==> src/rtl/booth_pkg.sv <==
// Shared definitions for the Booth datapath shift register: command
// encodings, controller state type and a command classifier.
package booth_pkg;

    localparam logic [2:0] OP_NOP   = 3'b000;
    localparam logic [2:0] OP_LOAD  = 3'b001;
    localparam logic [2:0] OP_CLEAR = 3'b010;
    localparam logic [2:0] OP_ASR   = 3'b011;
    localparam logic [2:0] OP_LSR   = 3'b100;
    localparam logic [2:0] OP_SHL   = 3'b101;
    localparam logic [2:0] OP_ROR   = 3'b110;
    localparam logic [2:0] OP_RSV   = 3'b111;

    typedef enum logic {
        IDLE  = 1'b0,
        SHIFT = 1'b1
    } state_t;

    // True for the four commands that move bits one position per clock.
    function automatic logic is_shift_op(input logic [2:0] op);
        logic res;
        case (op)
            OP_ASR, OP_LSR, OP_SHL, OP_ROR: res = 1'b1;
            default:                        res = 1'b0;
        endcase
        return res;
    endfunction

endpackage

==> src/rtl/booth_shift_step.sv <==
// Combinational single-position shift of a WIDTH-bit vector; reports the
// bit that leaves the vector so the caller can expose it as Q(-1).
module booth_shift_step
    import booth_pkg::*;
#(
    parameter int WIDTH = 16
) (
    input  logic [WIDTH-1:0] i_vec,
    input  logic [2:0]       i_op,
    input  logic             i_serial_in,
    output logic [WIDTH-1:0] o_vec,
    output logic             o_exit
);

    // One-bit move for the selected shift kind; non-shift codes pass through.
    always_comb begin
        o_vec  = i_vec;
        o_exit = 1'b0;
        case (i_op)
            OP_ASR: begin
                o_vec  = {i_vec[WIDTH-1], i_vec[WIDTH-1:1]};
                o_exit = i_vec[0];
            end
            OP_LSR: begin
                o_vec  = {i_serial_in, i_vec[WIDTH-1:1]};
                o_exit = i_vec[0];
            end
            OP_SHL: begin
                o_vec  = {i_vec[WIDTH-2:0], 1'b0};
                o_exit = i_vec[WIDTH-1];
            end
            OP_ROR: begin
                o_vec  = {i_vec[0], i_vec[WIDTH-1:1]};
                o_exit = i_vec[0];
            end
            default: begin
                o_vec  = i_vec;
                o_exit = 1'b0;
            end
        endcase
    end

endmodule

==> src/rtl/booth_shift_reg.sv <==
// Multi-mode operand register for the Booth A/Q path: single-cycle
// load/clear and one-bit-per-clock shifts under a valid/ready handshake.
module booth_shift_reg
    import booth_pkg::*;
#(
    parameter int WIDTH = 16,
    parameter int CNT_W = $clog2(WIDTH + 1)
) (
    input  logic             clk,
    input  logic             rst,
    input  logic             i_op_valid,
    output logic             o_op_ready,
    input  logic [2:0]       i_op_code,
    input  logic [WIDTH-1:0] i_data_in,
    input  logic [CNT_W-1:0] i_shift_amt,
    input  logic             i_serial_in,
    output logic [WIDTH-1:0] o_data_out,
    output logic             o_serial_out,
    output logic             o_busy,
    output logic             o_done
);

    localparam logic [CNT_W-1:0] LP_MAX_AMT = CNT_W'(WIDTH);
    localparam logic [CNT_W-1:0] LP_ONE     = CNT_W'(1);
    localparam logic [CNT_W-1:0] LP_ZERO    = CNT_W'(0);

    state_t           r_state, w_state_nxt;
    logic [CNT_W-1:0] r_cnt, w_cnt_nxt;
    logic [2:0]       r_op, w_op_nxt;
    logic [WIDTH-1:0] r_data, w_data_nxt;
    logic             r_sout, w_sout_nxt;
    logic             r_done, w_done_nxt;

    logic             w_accept;
    logic [CNT_W-1:0] w_amt_eff;
    logic [2:0]       w_step_op;
    logic [WIDTH-1:0] w_step_vec;
    logic             w_step_exit;

    assign w_accept  = i_op_valid && (r_state == IDLE);
    assign w_amt_eff = (i_shift_amt > LP_MAX_AMT) ? LP_MAX_AMT : i_shift_amt;
    // While shifting, the latched command drives the step; otherwise the new one.
    assign w_step_op = (r_state == SHIFT) ? r_op : i_op_code;

    booth_shift_step #(
        .WIDTH (WIDTH)
    ) u_step (
        .i_vec       (r_data),
        .i_op        (w_step_op),
        .i_serial_in (i_serial_in),
        .o_vec       (w_step_vec),
        .o_exit      (w_step_exit)
    );

    // Next-state, counter and datapath update for both controller states.
    always_comb begin
        w_state_nxt = r_state;
        w_cnt_nxt   = r_cnt;
        w_op_nxt    = r_op;
        w_data_nxt  = r_data;
        w_sout_nxt  = r_sout;
        w_done_nxt  = 1'b0;
        case (r_state)
            IDLE: begin
                if (w_accept) begin
                    w_done_nxt = 1'b1;
                    if (i_op_code == OP_LOAD) begin
                        w_data_nxt = i_data_in;
                        w_sout_nxt = 1'b0;
                    end else if (i_op_code == OP_CLEAR) begin
                        w_data_nxt = '0;
                        w_sout_nxt = 1'b0;
                    end else if (is_shift_op(i_op_code) && (w_amt_eff != LP_ZERO)) begin
                        // First bit moves on the acceptance edge itself.
                        w_data_nxt = w_step_vec;
                        w_sout_nxt = w_step_exit;
                        if (w_amt_eff != LP_ONE) begin
                            w_done_nxt  = 1'b0;
                            w_state_nxt = SHIFT;
                            w_cnt_nxt   = w_amt_eff - LP_ONE;
                            w_op_nxt    = i_op_code;
                        end else begin
                            w_state_nxt = IDLE;
                        end
                    end else begin
                        w_data_nxt = r_data;
                    end
                end else begin
                    w_state_nxt = IDLE;
                end
            end
            SHIFT: begin
                w_data_nxt = w_step_vec;
                w_sout_nxt = w_step_exit;
                if (r_cnt == LP_ONE) begin
                    w_state_nxt = IDLE;
                    w_cnt_nxt   = LP_ZERO;
                    w_done_nxt  = 1'b1;
                end else begin
                    w_cnt_nxt = r_cnt - LP_ONE;
                end
            end
            default: begin
                w_state_nxt = IDLE;
                w_cnt_nxt   = LP_ZERO;
            end
        endcase
    end

    // State and datapath registers; reset also aborts any shift in flight.
    always_ff @(posedge clk) begin
        if (rst) begin
            r_state <= IDLE;
            r_cnt   <= LP_ZERO;
            r_op    <= OP_NOP;
            r_data  <= '0;
            r_sout  <= 1'b0;
            r_done  <= 1'b0;
        end else begin
            r_state <= w_state_nxt;
            r_cnt   <= w_cnt_nxt;
            r_op    <= w_op_nxt;
            r_data  <= w_data_nxt;
            r_sout  <= w_sout_nxt;
            r_done  <= w_done_nxt;
        end
    end

    assign o_data_out   = r_data;
    assign o_serial_out = r_sout;
    assign o_busy       = (r_state == SHIFT);
    assign o_op_ready   = (r_state == IDLE);
    assign o_done       = r_done;

endmodule

==> config.mk <==
export PLATFORM = sky130hd
export DESIGN_NAME = booth_shift_reg
export DESIGN_NICKNAME = d
export VERILOG_FILES = /design/src/rtl/booth_pkg.sv /design/src/rtl/booth_shift_step.sv /design/src/rtl/booth_shift_reg.sv
export SDC_FILE = /design/constraint.sdc
export NUM_CORES = 1
export LEC_CHECK = 0
export CAP_MARGIN = 20
export CORE_UTILIZATION = 53
export CTS_CLUSTER_DIAMETER = 120
export CTS_CLUSTER_SIZE = 25
export DETAILED_ROUTE_END_ITERATION = 10
export PLACE_DENSITY = 0.86
export SLEW_MARGIN = 15
export SYNTH_ARGS = -nofsm -noshare
export SYNTH_HDL_FRONTEND = slang
export SYNTH_SLANG_ARGS = --single-unit
==> constraint.sdc <==
create_clock -name clk -period 4.36 [get_ports clk]
set_input_delay 0.654 -clock clk [delete_from_list [all_inputs] [get_ports clk]]
set_output_delay 0.654 -clock clk [all_outputs]
set_load 0.01 [all_outputs]
==> results of run 1 <==
[cell usage in the layout (no fill, tap or decap), drive strengths merged, types with 3 or more instances in the layout]
master / instances
o22ai: 16
mux2i: 16
dfxtp: 27
or3: 3
o21ai: 8
o32ai: 16
and2: 15
nor2: 31
buf: 4
a21oi: 11
inv: 6
nand2b: 6
clkbuf: 4
mux2: 16
or2: 3
clkdlybuf4s50: 47
nand2: 15
nor3: 4
ha: 4
[per-stage QoR]
step	cell area (µm²)	hold slack, ps	util (%)	setup slack, ps	power (mW)
detailed placement	2430	476	70.6	1240	0.589
floorplan	1950	453	-	2300	0.491
global route	2470	526	71.9	1290	0.774
finish	2470	487	71.9	1460	0.734
global placement	2430	464	70.6	1320	0.583
CTS	2470	492	71.9	1480	0.734
[critical path, stage by stage]
cell and delay (ps):
clkdlybuf4s50_1 490, nand2b_1 210, ha_1 250, nand2_1 110, a311o_1 180, buf_4 320
nand2_1 420, o32ai_1 430
[layer usage]
metal / global-route usage, % / vias to the layer above
li1: - / 942
met1: 33.5 / 894
met2: 41.2 / 65
met3: 2.55 / 5
met4: 7.27 / 0
met5: 0 / -
[sequential cells by signal, indices dropped and copies added (netlist names)]
signal and flops:
o_serial_out 1, r_cnt 5, o_data_out 16, o_done 1, r_op 3, o_busy 1
[kinds of logic after synthesis]
| group | share of synthesized area [%] |
|---|---|
| adder cells (fa/ha/maj) | 2.57 |
| flip-flops | 27.7 |
| AO/OA/AOI/OAI | 25.0 |
| AND/OR/NAND/NOR | 20.1 |
| XOR/XNOR | 1.35 |
| multiplexers | 17.8 |
| buffers and inverters | 5.45 |
[layout make-up]
cell class / count / area share [%]
clock buffer: 4 / 1.82
inverter: 6 / 0.910
multi-input combinational: 185 / 52.9
sequential: 27 / 21.9
tap: 46 / 2.33
timing repair buffer: 51 / 20.2
[worst max-delay path by stage]
stage,cells after the start,start,endpoint
6_report,8,i_shift_amt[4],o_data_out[13]
5_1_grt,7,i_op_code[2],o_data_out[8]
4_1_cts,8,i_shift_amt[4],o_data_out[13]
3_5_place_dp,8,i_shift_amt[4],o_data_out[13]
3_3_place_gp,8,i_shift_amt[4],o_data_out[6]
2_1_floorplan,8,i_shift_amt[4],o_data_out[10]
[power groups by stage]
stage          Combinational, mW  Clock [mW]  Sequential (mW)
2_1_floorplan              0.179           0            0.313
3_3_place_gp               0.270           0            0.313
3_5_place_dp               0.274           0            0.314
4_1_cts                    0.277       0.148            0.309
5_1_grt                    0.302       0.157            0.316
6_report                   0.278       0.146            0.309
==> summary.txt, run 1 <==
Setup path
  – Required time worst endpoint: 4530 ps
  – Crit. End Element: flip-flop
  – R2r setup slk: 1680 ps
  – CP arrival: ~3100 ps
  – Crit path max fanout: 20
  – Path depth of the worst reg2reg path: 6
  – Reg2Reg Launch Point: o_busy
  – Reg-to-reg endpoint: o_data_out[0]
  – Setup crit start kind: primary input
  – Critical Setup Path Class: primary input to flip-flop

Routing
  – DR DRC count: 0
  – Vias: roughly 1900
  – Met2 wire len: 2240 µm
  – Antenna viol nets, final: 0
  – DRT iter0 DRCs: ~170
  – Vias per cell: 5.97
  – Highest routed layer: met4
  – WL/cell: 14.8 µm
  – M1 wire length: around 2200 µm
  – Met3 wire len: 229 µm
  – Final wirelength: about 4700 µm
  – Detailed Routing Iterations Pass 1: 4

Placed design
  – Gpl congestion: 0.820
  – Number of port buffers: 47
  – HPWL Detailed: 3110 µm
  – Dpl cells: roughly 320

Synth
  – Top cells by area, synth: dfxtp_1, mux2i_1, mux2_2, o32ai_1, nor2_1
  – Asr flop ratio synth: 0%
  – Predominant post-synthesis flop cell: dfxtp_1
  – Synth area leader: dfxtp_1
  – Ys Warns: 0
  – Number of flops mapped to enable cells by yosys: 0
  – Syn Area/Cell: 8.34 µm²
  – Post-synthesis cell area: 1950 µm²
  – Netlist cell types: 44
  – Post-synthesis sequential area ratio: 27.7%
  – Synth top cells by count: nor2_1, dfxtp_1, mux2i_1
  – Top cell type's share of synthesized area: about 28%
  – Post-Syn Nets: 266
  – Most common cell in the netlist: nor2_1
  – Post-synthesis register bit count: 27
  – Mapped Cells: 234

Power
  – Clock power frac: 20.0%
  – Pwr Density: 297 nW/µm²
  – Sequential power share: 42.2%
  – Switching Share: 33.9%
  – Internal: between 0.4 and 0.5 mW
  – Leak Pwr: roughly 0.92 nW
  – Peak VDD IR: between 0.1 and 0.15 mV
  – P_sw: 0.248 mW
  – Comb power frac: 37.9%

Timing
  – RSZ-0062 raised after global routing: false
  – Period Utilization, post-route: 66.4%
  – Final Hold Fails: 0
  – Worst-Margin Slew: 925 ps
  – Setup TNS: 0 ps
  – Worst Clk Skew: 4.73 ps
  – Slew headroom: 38.3%
  – Fmax: 345 MHz
  – Pins Over Slew Limit: 0
  – Crit path time final: 2900 ps
  – Final-report setup violation count: 0

Clock tree
  – CTS Buffer Depth: 2
  – Cts bufs inserted: 3
  – Cts repair resizes: 0
  – Htree depth: 1
  – Root Buffer: clkbuf_8
  – CTS Hold Bufs: 0
  – Clk slew on worst S/H paths: 90 ps
  – Later-pin clock latency in the skew report: 280 ps
  – CTS tree: yes
  – Clock Sinks: 27
  – Setup Fix Bufs, Post-CTS: 0

Min path
  – Class of the worst hold path: flip-flop to flip-flop
  – Critical hold path startpoint: r_op[0]
  – WHS Endpoint: r_op[0]
  – Hold depth: 2

Outcome
  – Status: finished clean

Final layout
  – Fillers: 277
  – Post-route insts no fill: 319
  – Share of cells above drive strength 1: 11.7%
  – Final net count: 306
  – Reg area: 541 µm²
  – # diodes: 0
  – Multi-input logic area: 1310 µm²
  – Layout area overhead: 26.8%

GRT
  – Vias in the first global route: 1775
  – Total GRT Usage: approximately a quarter
  – Initial antenna violation count: 0
  – Grt ovf: 0
  – First-pass GRT wire length: 8070 µm
  – Largest net degree at the start of global routing: 31

Floorplan
  – Die W: 62.7 µm
  – Num ports: 48
  – Starting density of the core: 56.7%
  – Height of the chip: 62.7 µm
  – Core area: 3440 µm²
  – Die area: 3930 µm²
  – Row count: 21

Job
  – Total of max-cap violations: 0
Power figures use the tool's default switching activity.
==> run 2, diff against run 1 <==
--- a/config.mk
+++ b/config.mk
@@ -6,11 +6,11 @@
 export NUM_CORES = 1
 export LEC_CHECK = 0
 export CAP_MARGIN = 20
-export CORE_UTILIZATION = 53
+export CORE_UTILIZATION = 50
 export CTS_CLUSTER_DIAMETER = 120
 export CTS_CLUSTER_SIZE = 25
 export DETAILED_ROUTE_END_ITERATION = 10
-export PLACE_DENSITY = 0.86
+export PLACE_DENSITY = 0.82
 export SLEW_MARGIN = 15
 export SYNTH_ARGS = -nofsm -noshare
 export SYNTH_HDL_FRONTEND = slang
==> constraint.sdc (replaced) <==
create_clock -name clk -period 2.74 [get_ports clk]
set_input_delay 0.411 -clock clk [delete_from_list [all_inputs] [get_ports clk]]
set_output_delay 0.411 -clock clk [all_outputs]
set_load 0.01 [all_outputs]
==> summary.txt, run 2 (same netlist as run 1, synthesis figures left out) <==
GRT
  – First-pass GRT wire length: 7880 µm (was 8070 µm)
  – Initial antenna violation count: 0 (unchanged)
  – Grt ovf: 0 (unchanged)
  – Largest net degree at the start of global routing: 23 (was 31)
  – Total GRT Usage: 23.8% (was 24.7%)
  – Vias in the first global route: 1749 (was 1775)

Routing
  – Detailed Routing Iterations Pass 1: 4 (unchanged)
  – Vias per cell: 5.77 (was 5.97)
  – Antenna viol nets, final: 0 (unchanged)
  – DR DRC count: 0 (unchanged)
  – Vias: 1910 (was 1906)
  – Final wirelength: 4770 µm (was 4720 µm)
  – DRT iter0 DRCs: 125 (was 173)
  – WL/cell: 14.4 µm (was 14.8 µm)

Placed design
  – Dpl cells: 327 (was 315)
  – HPWL Detailed: 3450 µm (was 3110 µm)
  – Gpl congestion: 0.843 (was 0.820)
  – Number of port buffers: 47 (unchanged)
  – Dpl cell area: 2510 µm² (was 2430 µm²)
  – Post-Place Setup Slack: 125 ps (was 1240 ps)

Setup path
  – Crit path max fanout: 15 (was 20)
  – Most used cell, CP: nand2_1 (unchanged)
  – CP arrival: 2500 ps (was 3070 ps)
  – Crit. End Element: flip-flop (unchanged)
  – Critical Setup Path Class: primary input to flip-flop (unchanged)
  – Largest delay contributor family on the critical path: compound AO/OA/AOI/OAI gates (was buffers and inverters)
  – Cell-by-cell trace of the critical path: clkdlybuf4s50_1, nand2b_1, ha_1, nand2_1, a311o_1, nand2_1, buf_4, o32ai_1 (was clkdlybuf4s50_1, nand2b_1, ha_1, nand2_1, a311o_1, buf_4, nand2_1, o32ai_1)
  – Buf/Inv on CP: 2 (unchanged)
  – Setup crit start kind: primary input (unchanged)
  – Crit-path slowest cell: a311o_1 (was clkdlybuf4s50_1)
  – CP max stage delay: 500 ps (was 490 ps)
  – Required time worst endpoint: 2910 ps (was 4530 ps)

Final layout
  – Commonest cells after routing, fill and taps aside: clkdlybuf4s50_1, nor2_1, dfxtp_1 (unchanged)
  – Post-route design area: 2550 µm² (was 2470 µm²)
  – Final Core Density: 69.2% (was 71.9%)
  – Number of flip-flops in the largest register: 16 (unchanged)
  – Commonest non-fill, non-tap cell in the layout: clkdlybuf4s50_1 (unchanged)
  – Final net count: 316 (was 306)
  – Post-route insts no fill: 331 (was 319)
  – Share of cells above drive strength 1: 14.8% (was 11.7%)
  – # diodes: 0 (unchanged)
  – Layout area overhead: 30.8% (was 26.8%)

Floorplan
  – Row count: 22 (was 21)
  – Num ports: 48 (unchanged)
  – Die area: 4160 µm² (was 3930 µm²)
  – Die W: 64.5 µm (was 62.7 µm)
  – Height of the chip: 64.5 µm (was 62.7 µm)
  – Core area: 3690 µm² (was 3440 µm²)
  – Starting density of the core: 52.9% (was 56.7%)

Timing
  – Fmax: 429 MHz
  – Fin worst setup slack: 408 ps (was 1460 ps)
  – Setup TNS: 0 ps (unchanged)
  – Final-report setup violation count: 0 (unchanged)
  – Final Hold Fails: 0 (unchanged)
  – Period Utilization, post-route: a little under nine tenths
  – Pins Over Slew Limit: 0 (unchanged)
  – Slew headroom: 65.6% (was 38.3%)
  – Worst-Margin Slew: 516 ps (was 925 ps)
  – Worst Clk Skew: 1.82 ps (was 4.73 ps)
  – RSZ-0062 raised after global routing: false (unchanged)
  – Worst hold margin: 493 ps (was 487 ps)
  – Crit path time final: 2330 ps

Power
  – Comb power frac: 39.4% (was 37.9%)
  – Leak Pwr: 0.964 nW (was 0.917 nW)
  – P_sw: 0.393 mW (was 0.248 mW)
  – Power after layout: 1.18 mW (was 0.734 mW)
  – Sequential power share: 41.3% (was 42.2%)
  – Internal: 0.789 mW (was 0.485 mW)
  – Clock power frac: 19.4% (was 20.0%)
  – Switching Share: 33.3% (was 33.9%)
  – Pwr Density: 463 nW/µm² (was 297 nW/µm²)
  – Peak VDD IR: 0.298 mV (was 0.128 mV)

Clock tree
  – Htree depth: 1 (unchanged)
  – CTS tree: yes (unchanged)
  – Root Buffer: clkbuf_8 (unchanged)
  – Later-pin clock latency in the skew report: 270 ps (was 280 ps)
  – Clock Sinks: 27 (unchanged)
  – Cts bufs inserted: 3 (unchanged)
  – Setup Fix Bufs, Post-CTS: 0 (unchanged)
  – Clk slew on worst S/H paths: 90 ps (about the same)
  – CTS Buffer Depth: 2 (unchanged)
  – Cts repair resizes: 0 (unchanged)
  – CTS Hold Bufs: 0 (unchanged)

Job
  – Total of max-cap violations: 0 (unchanged)

Min path
  – Class of the worst hold path: flip-flop to flip-flop (unchanged)

Outcome
  – Status: finished clean (unchanged)
==> run 2: cell types whose count changed in the layout (fill, tap and decap cells not counted) <==
cell   before  now
buf_4       4   14
==> run 2: layer usage <==
layer | global-route usage (%) | wire (µm) | vias to the layer above
li1 | - | - | 966
met1 | 32.8 | 2300 | 900
met2 | 39.7 | 2270 | 42
met3 | 2.82 | 163 | 2
met4 | 5.00 | 27 | 0
met5 | 0 | 0 | -
==> run 2: power groups by stage <==
stage	Sequential, mW	Combinational [mW]	Clock, mW
floorplan	0.497	0.284	0
global placement	0.495	0.454	0
detailed placement	0.496	0.462	0
CTS	0.487	0.465	0.231
global route	0.495	0.508	0.250
finish	0.488	0.465	0.229
==> run 2: layout make-up <==
class	count	area (µm²)
clock buffer	4	45.0
fill	307	1140
inverter	6	22.5
multi-input combinational	185	1310
sequential	27	541
tap	48	60.1
timing repair buffer	61	576
==> run 2: path summary, 6_finish.rpt <==
kind,from,endpoint,slack [ps],cells after the start
max,i_shift_amt[4],o_data_out[7],410,8
min,r_op[0],r_op[0],490,2
min reg2reg,r_op[0],r_op[0],490,2
max reg2reg,o_busy,o_data_out[7],610,6
==> run 2: tightest hold or removal path, stage by stage, from the launching register on <==
cell and delay (ps):
dfxtp_1 320, o21ai_0 70, a21oi_1 60
